[src/rtl/ram64_dma_pkg.sv]
// Shared definitions for the ram64 block-move engine: state encoding,
// operation codes and the architectural maximum block length.
package ram64_dma_pkg;

  typedef enum logic [1:0] {
    ST_IDLE = 2'd0,
    ST_RD   = 2'd1,
    ST_WR   = 2'd2,
    ST_DONE = 2'd3
  } state_t;

  typedef enum logic {
    OP_FILL = 1'b0,
    OP_COPY = 1'b1
  } op_t;

  // Largest block for the 64-word memory (matches 2**ADDR_WIDTH at default width).
  localparam int MAX_LEN = 64;

endpackage

[src/rtl/dma_addr_ptr.sv]
// Loadable, incrementing address pointer. Wraps naturally at 2**ADDR_WIDTH,
// so a block that runs off the top of memory continues at address 0.
module dma_addr_ptr #(
  parameter int ADDR_WIDTH = 6
) (
  input  logic                  clk,
  input  logic                  reset,
  input  logic                  i_load,
  input  logic [ADDR_WIDTH-1:0] i_load_val,
  input  logic                  i_inc,
  output logic [ADDR_WIDTH-1:0] o_ptr
);

  localparam logic [ADDR_WIDTH-1:0] PTR_ONE = 1;

  logic [ADDR_WIDTH-1:0] r_ptr;

  // Load has priority over increment; a fresh operation always starts clean.
  always_ff @(posedge clk) begin
    if (reset) begin
      r_ptr <= '0;
    end else if (i_load) begin
      r_ptr <= i_load_val;
    end else if (i_inc) begin
      r_ptr <= r_ptr + PTR_ONE;
    end
  end

  assign o_ptr = r_ptr;

endmodule

[src/rtl/ram64_dma.sv]
// ram64_dma: block FILL (constant or ramp) and block COPY engine driving the
// ram64 port. One operation in flight, start/busy/done handshake.
// Optional build macro RAM64_DMA_CHECKSUM_EN adds a running sum of every
// word written during the current operation on output 'checksum'.
module ram64_dma
  import ram64_dma_pkg::*;
#(
  parameter int ADDR_WIDTH = 6,
  parameter int DATA_WIDTH = 16,
  parameter int FILL_STEP  = 0
) (
  input  logic                  clk,
  input  logic                  reset,
  input  logic                  start,
  input  logic                  op,
  input  logic [ADDR_WIDTH-1:0] src_addr,
  input  logic [ADDR_WIDTH-1:0] dst_addr,
  input  logic [ADDR_WIDTH:0]   len,
  input  logic [DATA_WIDTH-1:0] pattern,
  output logic                  busy,
  output logic                  done,
`ifdef RAM64_DMA_CHECKSUM_EN
  output logic [DATA_WIDTH-1:0] checksum,
`endif
  output logic [DATA_WIDTH-1:0] mem_in,
  output logic [ADDR_WIDTH-1:0] mem_address,
  output logic                  mem_load,
  input  logic [DATA_WIDTH-1:0] mem_out
);

  localparam int LW = ADDR_WIDTH + 1;
  localparam logic [LW-1:0]         LEN_MAX  = LW'(2 ** ADDR_WIDTH);
  localparam logic [LW-1:0]         LEN_ONE  = 1;
  localparam logic [DATA_WIDTH-1:0] STEP_VAL = DATA_WIDTH'(FILL_STEP);

  state_t                r_state;
  state_t                w_state_next;
  op_t                   r_op;
  logic [LW-1:0]         r_left;
  logic [DATA_WIDTH-1:0] r_fill;
  logic [DATA_WIDTH-1:0] r_hold;

  logic                  w_start_acc;
  logic [LW-1:0]         w_len_sat;
  logic [ADDR_WIDTH-1:0] w_src_ptr;
  logic [ADDR_WIDTH-1:0] w_dst_ptr;
  logic                  w_in_rd;
  logic                  w_in_wr;

  assign w_start_acc = (r_state == ST_IDLE) && start;
  assign w_len_sat   = (len > LEN_MAX) ? LEN_MAX : len;
  assign w_in_rd     = (r_state == ST_RD);
  assign w_in_wr     = (r_state == ST_WR);

  // Source pointer advances once per word, on the read cycle.
  dma_addr_ptr #(.ADDR_WIDTH(ADDR_WIDTH)) u_src_ptr (
    .clk        (clk),
    .reset      (reset),
    .i_load     (w_start_acc),
    .i_load_val (src_addr),
    .i_inc      (w_in_rd),
    .o_ptr      (w_src_ptr)
  );

  // Destination pointer advances once per word, on the write cycle.
  dma_addr_ptr #(.ADDR_WIDTH(ADDR_WIDTH)) u_dst_ptr (
    .clk        (clk),
    .reset      (reset),
    .i_load     (w_start_acc),
    .i_load_val (dst_addr),
    .i_inc      (w_in_wr),
    .o_ptr      (w_dst_ptr)
  );

  // State register.
  always_ff @(posedge clk) begin
    if (reset) begin
      r_state <= ST_IDLE;
    end else begin
      r_state <= w_state_next;
    end
  end

  // Next-state logic plus Moore output decode from registered state/pointers.
  always_comb begin
    w_state_next = r_state;
    busy         = 1'b0;
    done         = 1'b0;
    mem_load     = 1'b0;
    mem_address  = '0;
    mem_in       = '0;
    case (r_state)
      ST_IDLE: begin
        if (start) begin
          if (w_len_sat == '0) begin
            w_state_next = ST_DONE;
          end else if (op_t'(op) == OP_COPY) begin
            w_state_next = ST_RD;
          end else begin
            w_state_next = ST_WR;
          end
        end
      end
      ST_RD: begin
        busy         = 1'b1;
        mem_address  = w_src_ptr;
        w_state_next = ST_WR;
      end
      ST_WR: begin
        busy        = 1'b1;
        mem_load    = 1'b1;
        mem_address = w_dst_ptr;
        mem_in      = (r_op == OP_COPY) ? r_hold : r_fill;
        if (r_left == LEN_ONE) begin
          w_state_next = ST_DONE;
        end else if (r_op == OP_COPY) begin
          w_state_next = ST_RD;
        end else begin
          w_state_next = ST_WR;
        end
      end
      ST_DONE: begin
        done         = 1'b1;
        w_state_next = ST_IDLE;
      end
      default: w_state_next = ST_IDLE;
    endcase
  end

  // Operation context: latched at start, then consumed word by word.
  always_ff @(posedge clk) begin
    if (reset) begin
      r_op   <= OP_FILL;
      r_left <= '0;
      r_fill <= '0;
      r_hold <= '0;
    end else begin
      if (w_start_acc) begin
        r_op   <= op_t'(op);
        r_left <= w_len_sat;
        r_fill <= pattern;
      end
      if (w_in_rd) begin
        r_hold <= mem_out;
      end
      if (w_in_wr) begin
        r_left <= r_left - LEN_ONE;
        if (r_op == OP_FILL) begin
          r_fill <= r_fill + STEP_VAL;
        end
      end
    end
  end

`ifdef RAM64_DMA_CHECKSUM_EN
  logic [DATA_WIDTH-1:0] r_checksum;

  // Running sum of written words; cleared on each accepted start, held after done.
  always_ff @(posedge clk) begin
    if (reset) begin
      r_checksum <= '0;
    end else if (w_start_acc) begin
      r_checksum <= '0;
    end else if (w_in_wr) begin
      r_checksum <= r_checksum + mem_in;
    end
  end

  assign checksum = r_checksum;
`endif

endmodule

[config.mk]
export PLATFORM = sky130hd
export DESIGN_NAME = ram64_dma
export DESIGN_NICKNAME = d
export VERILOG_FILES = /design/src/rtl/ram64_dma_pkg.sv /design/src/rtl/dma_addr_ptr.sv /design/src/rtl/ram64_dma.sv
export SDC_FILE = /design/constraint.sdc
export NUM_CORES = 1
export LEC_CHECK = 0
export CAP_MARGIN = 10
export CORE_UTILIZATION = 45
export CTS_BUF_LIST = sky130_fd_sc_hd__clkbuf_8
export DETAILED_ROUTE_END_ITERATION = 10
export HOLD_SLACK_MARGIN = 0.1
export PLACE_DENSITY_LB_ADDON = 0.15
export SKIP_CTS_REPAIR_TIMING = 1
export SLEW_MARGIN = 40
export SYNTH_ARGS = -nofsm -noshare
export SYNTH_HDL_FRONTEND = slang
export SYNTH_SLANG_ARGS = --single-unit
[constraint.sdc]
create_clock -name clk -period 2.05 [get_ports clk]
set_input_delay 0.41 -clock clk [delete_from_list [all_inputs] [get_ports clk]]
set_output_delay 0.41 -clock clk [all_outputs]
set_load 0.01 [all_outputs]
Word level (Yosys, flattened, before mapping)
Cells that the tools add are included.

storage, ports and cells
  output and inout bits = 25
  input port bits = 55
  register bits = 54
  word-level logic and storage cells = 45

cells by class
  mux-type cells = 22
  add/subtract/negate cells = 3
  reductions and logical operators = 6
  eq/ne operators = 6
  order comparisons = 1

operators with widths
  operator             count
  $mux 16              5
  $mux 6               4
  $mux 7               3
  $add 6x1->6 const B  2
  $pmux 6 s2           1
  $mux 2               5
  $pmux 2 s4           1
  $eq 7x1->1 const B   1
  $gt 7x7->1 const B   1
  $logic_not 7->1      1
  $sub 7x1->7 const B  1
  $eq 2x2->1 const B   2
  $ne 2x2->1 const B   2
  $reduce_bool 2->1    2
  $mux 1               3
  $eq 2x1->1 const B   1
  $logic_not 2->1      1
  $reduce_or 2->1      1
  $logic_and 1x1->1    1

Depth between registers and ports, before layout
Gate-level depths: netlist (run 1).

  depth after elaboration = 6
  depth in mapped cells = 7
  depth with buffers taken out = 5

By module
A second synthesis (run 1) with hierarchy kept.

second synthesis, totals
  cells, all modules = 315
  area total of the unflattened synthesis = 2678.8 µm²

by module, submodules not included
  module        times used  seq. area each (µm²)  cells an instance  area an instance (µm²)
  ram64_dma     1           840.8                 251                2080.7
  dma_addr_ptr  2           120.1                 32                 299.0

Worst setup path after synthesis (run 1)
Ideal clock, no wire load.

  path kind = register to output
  start = reg r_state[0]
  end = out mem_in[10]
  arrival time = 1544 ps
  buffers on the path = 3
  data required time = 1640 ps
  path slack = 96 ps
  stages on the path, launching flop included = 7
  cell sequence = dfxtp_1 -> inv_1 -> ha_1 -> buf_2 -> buf_2 -> clkbuf_1 -> nor2b_1

between the ends
  longest elaborated chain between the ends = 2

ends and longest elaborated chain
  what                    RTL line         text
  start, declared         ram64_dma.sv:36  state_t r_state;
  start signal, assigned  ram64_dma.sv:80  r_state <= w_state_next;
  $eq 2x2->1              ram64_dma.sv:92  case (r_state)
  $mux 16                 ram64_dma.sv:92
  end, declared           ram64_dma.sv:25  output logic [DATA_WIDTH-1:0] mem_in,

Every way passes these cells.

Final worst setup path (run 1)
  start = reg r_state[1]
  end = out mem_address[5]

between the ends
  longest elaborated chain between the ends = 2
  elaborated cells between the ends (all ways) = 3
  classes of those cells = eq/ne: 2; mux: 1

ends and longest elaborated chain
  what                                             RTL line         text
  $eq 2x2->1 / $eq 2x1->1 (equally long branches)  ram64_dma.sv:92
  $pmux 6 s2 *                                     ram64_dma.sv:92
  end, declared                                    ram64_dma.sv:26  output logic [ADDR_WIDTH-1:0] mem_address,

Mark *: on every way between the ends. The rest lies on a longest branch, timed or not.

==> impl_metrics.json, run 1 <==
{
  "worst_r2r_endpoint": "r_left[5]",
  "place_congestion": 0.841,
  "cts_tree": "built",
  "period_minus_slack_ps": 2270,
  "ys_top_cells_by_count": "dfxtp_1, mux2i_1, nor2_1",
  "final_area_um2": 3800,
  "grt_pass1_vias": 2479,
  "synth_edf_count": 0,
  "drt_pass1_iterations": 4,
  "critPathLaunchType": "flip-flop",
  "cts_root_buf": "clkbuf_8",
  "tightest_slew_ps": 636,
  "fin_crit_sh": 1.11,
  "violations": "setup timing",
  "p_leak_uw": 0.00163,
  "reg2reg_depth": 6,
  "yosysWarnings": 0,
  "initial_core_util": 0.467,
  "drv_cap": 0,
  "grt_pass1_wl_mm": 11.3,
  "seqPwrFrac": 0.381,
  "drt-total-wl_mm": 6.85,
  "hold_path_end": "r_fill[15]",
  "drt_iter0_drc": 146,
  "placed_area_um2": 3660,
  "wire_per_inst_um": 14.7,
  "gr-total-overflow": 0,
  "grt_max_degree": 33,
  "crit_type": "reg -> out",
  "p_per_area_nw_per_um2": 1110,
  "net-switching-power_uw": 1630,
  "ir_worst_vdd_mv": 0.518,
  "die_w_um": 80.4,
  "synth.distinct_cells": 40,
  "num_vias": 2568,
  "layout.nets": 456,
  "final_layout_size_suffix_gt1_frac": 0.0663,
  "yosysMostFrequentCell": "dfxtp_1",
  "syn_to_final_growth_pct": 37.4,
  "insertion_delay_ps": 300,
  "hold_path.class": "reg -> reg",
  "crit_fanout": 9,
  "dieArea_um2": 6470,
  "drv_slew": 0,
  "timing.fmax_mhz": 440,
  "finalWorstSetupSlack_ps": -223,
  "status": "finished with violations",
  "diodes": 0,
  "io_pins": 80,
  "r2r_start": "r_state[0]",
  "vias_per_cell": 5.50,
  "clkSlewWorstSetupHoldPaths_ps": 90,
  "finalSetupViolations": 5,
  "syn_area_um2": 2770,
  "nFillCells": 513,
  "required_ps": 1640,
  "switching_share": 0.388,
  "combPwrFrac": 0.486,
  "hp-start": "r_fill[15]",
  "ant_nets": 0,
  "drcViolationCount": 0,
  "antenna_found_initial": 0,
  "core_area_um2": 5920,
  "rsz0062_at_grt": "true",
  "met2WireLength_mm": 3.26,
  "internal-power_uw": 2580,
  "topRoutingLayerUsed": "met4",
  "yosysSeqAreaShare": 0.391,
  "htreeDepth": 2,
  "cts_made_buffers": 5,
  "cts.sinks": 54,
  "async_flop_share": 0,
  "relSlewSlack": 0.576,
  "r2r_setup_slack_ps": 60,
  "cp_data_arrival_time_ps": 1860,
  "grt_util_all_layers": 0.221,
  "clockBufferDepth": 2,
  "synth_flop_cell": "dfxtp_1",
  "die_h_um": 80.4,
  "synth.avg_cell_area_um2": 8.70,
  "syn_inst": 318,
  "syn_nets": 382,
  "pwr-share-clk": 0.133,
  "yosys-top-cells-area": "dfxtp_1, mux2i_1, nor2b_1",
  "synth_top_cell_area_share": 0.391,
  "io_buffers": 79,
  "routedLengthMet1_mm": 3.17,
  "finalHoldViolCount": 0,
  "hpwl_mm": 4.73,
  "cp-end-kind": "output pin",
  "synth_seq_cells": 54,
  "dr_wl_met3_um": 358,
  "hold_path_depth": 2,
  "rows": 28,
  "finClkSkew_ps": 7.27,
  "crit_start": "r_state[1]",
  "fin_tns_setup_ps": -931,
  "synth_top_cell_by_area": "dfxtp_1"
}
==> layout by cell type (no fill, tap or decap), types with 2 or more instances in the layout <==
master           count
a2111oi_0            3
a211oi_1            13
a21oi_1             20
a22oi_1              7
a311oi_1             3
a31oi_1              3
and2_1               2
buf_12               2
buf_4                9
clkbuf_8             5
clkdlybuf4s50_1     59
dfxtp_1             54
dlymetal6s2s_1      19
ha_1                 6
ha_2                 3
inv_1                8
mux2i_1             34
nand2_1              8
nand3_1             24
nand4_1              4
nor2_1              30
nor2b_1             24
nor3_1               3
o21ai_0             18
or3_1                3
xnor2_1              2
xor2_1               6
==> logic make-up after synthesis <==
family                     synth area share
adders and majority gates            0.0407
AOI/OAI and AO/OA                     0.167
buffers and inverters                0.0466
muxes                                 0.123
and+or+nand+nor                       0.207
xor gates and xnor gates             0.0253
DFF                                   0.391
==> per-layer routing <==
metal	up-vias	GRT usage
li1	1279	-
met1	1199	0.289
met2	83	0.375
met3	7	0.0330
met4	0	0.0607
met5	-	0
==> power by group through the flow <==
stage / logic (uW) / clock network [uW] / registers, uW
5_1_grt: 2270 / 618 / 1640
2_1_floorplan: 1400 / 0 / 1540
3_5_place_dp: 2030 / 0 / 1620
6_report: 2050 / 562 / 1600
4_1_cts: 2050 / 578 / 1590
3_3_place_gp: 2000 / 0 / 1610
==> sequential cells by signal, summed over array words and instances, names as in the netlist <==
name and count:
r_state 2, r_left 7, r_fill 16, u_dst_ptr.o_ptr 6, u_src_ptr.o_ptr 6, r_op 1, r_hold 16
==> through the flow <==
stage,cells,total power [uW],setup slack (ps),hold WS [ps],util
floorplan,318,2940,95.6,453,-
global placement,460,3610,91.8,460,0.619
detailed placement,460,3650,24.8,466,0.619
CTS,467,4220,-317,480,0.632
global route,467,4530,-327,504,0.642
finish,467,4210,-223,477,0.642
==> worst max path at each step <==
| stage | depth (start not counted) | slack [ps] | endpoint |
|---|---|---|---|
| after CTS | 6 | -320 | mem_address[5] |
| after detailed placement | 6 | 20 | mem_address[5] |
| after global routing | 5 | -330 | mem_address[1] |
| after floorplan | 6 | 100 | mem_in[10] |
| after global placement | 6 | 90 | mem_address[3] |
| final | 5 | -220 | mem_address[5] |
==> final cells by class <==
cell class | instances | area, um^2 | area share
inverter | 8 | 30.0 | 0.00790
timing repair buffer | 91 | 952 | 0.250
clock inverter | 2 | 11.3 | 0.00296
multi-input combinational | 232 | 1570 | 0.412
clock buffer | 5 | 68.8 | 0.0181
tap | 75 | 93.8 | 0.0247
sequential | 54 | 1080 | 0.284
==> critical path, cell delays in order (launching register included) <==
cell and delay (ps):
dfxtp_1 340, inv_1 130, ha_2 310, a22oi_1 120
nor2b_1 120, clkdlybuf4s50_1 540
(Power assumes the default switching activity.)
==> inputs of run 2 (changes only) <==
--- a/config.mk
+++ b/config.mk
@@ -5,6 +5,7 @@
 export SDC_FILE = /design/constraint.sdc
 export NUM_CORES = 1
 export LEC_CHECK = 0
+export ABC_AREA = 0
 export CAP_MARGIN = 10
 export CORE_UTILIZATION = 45
 export CTS_BUF_LIST = sky130_fd_sc_hd__clkbuf_8
==> results of run 2 <==
No change in the layout: final DEF, timing and power equal those of run 1.
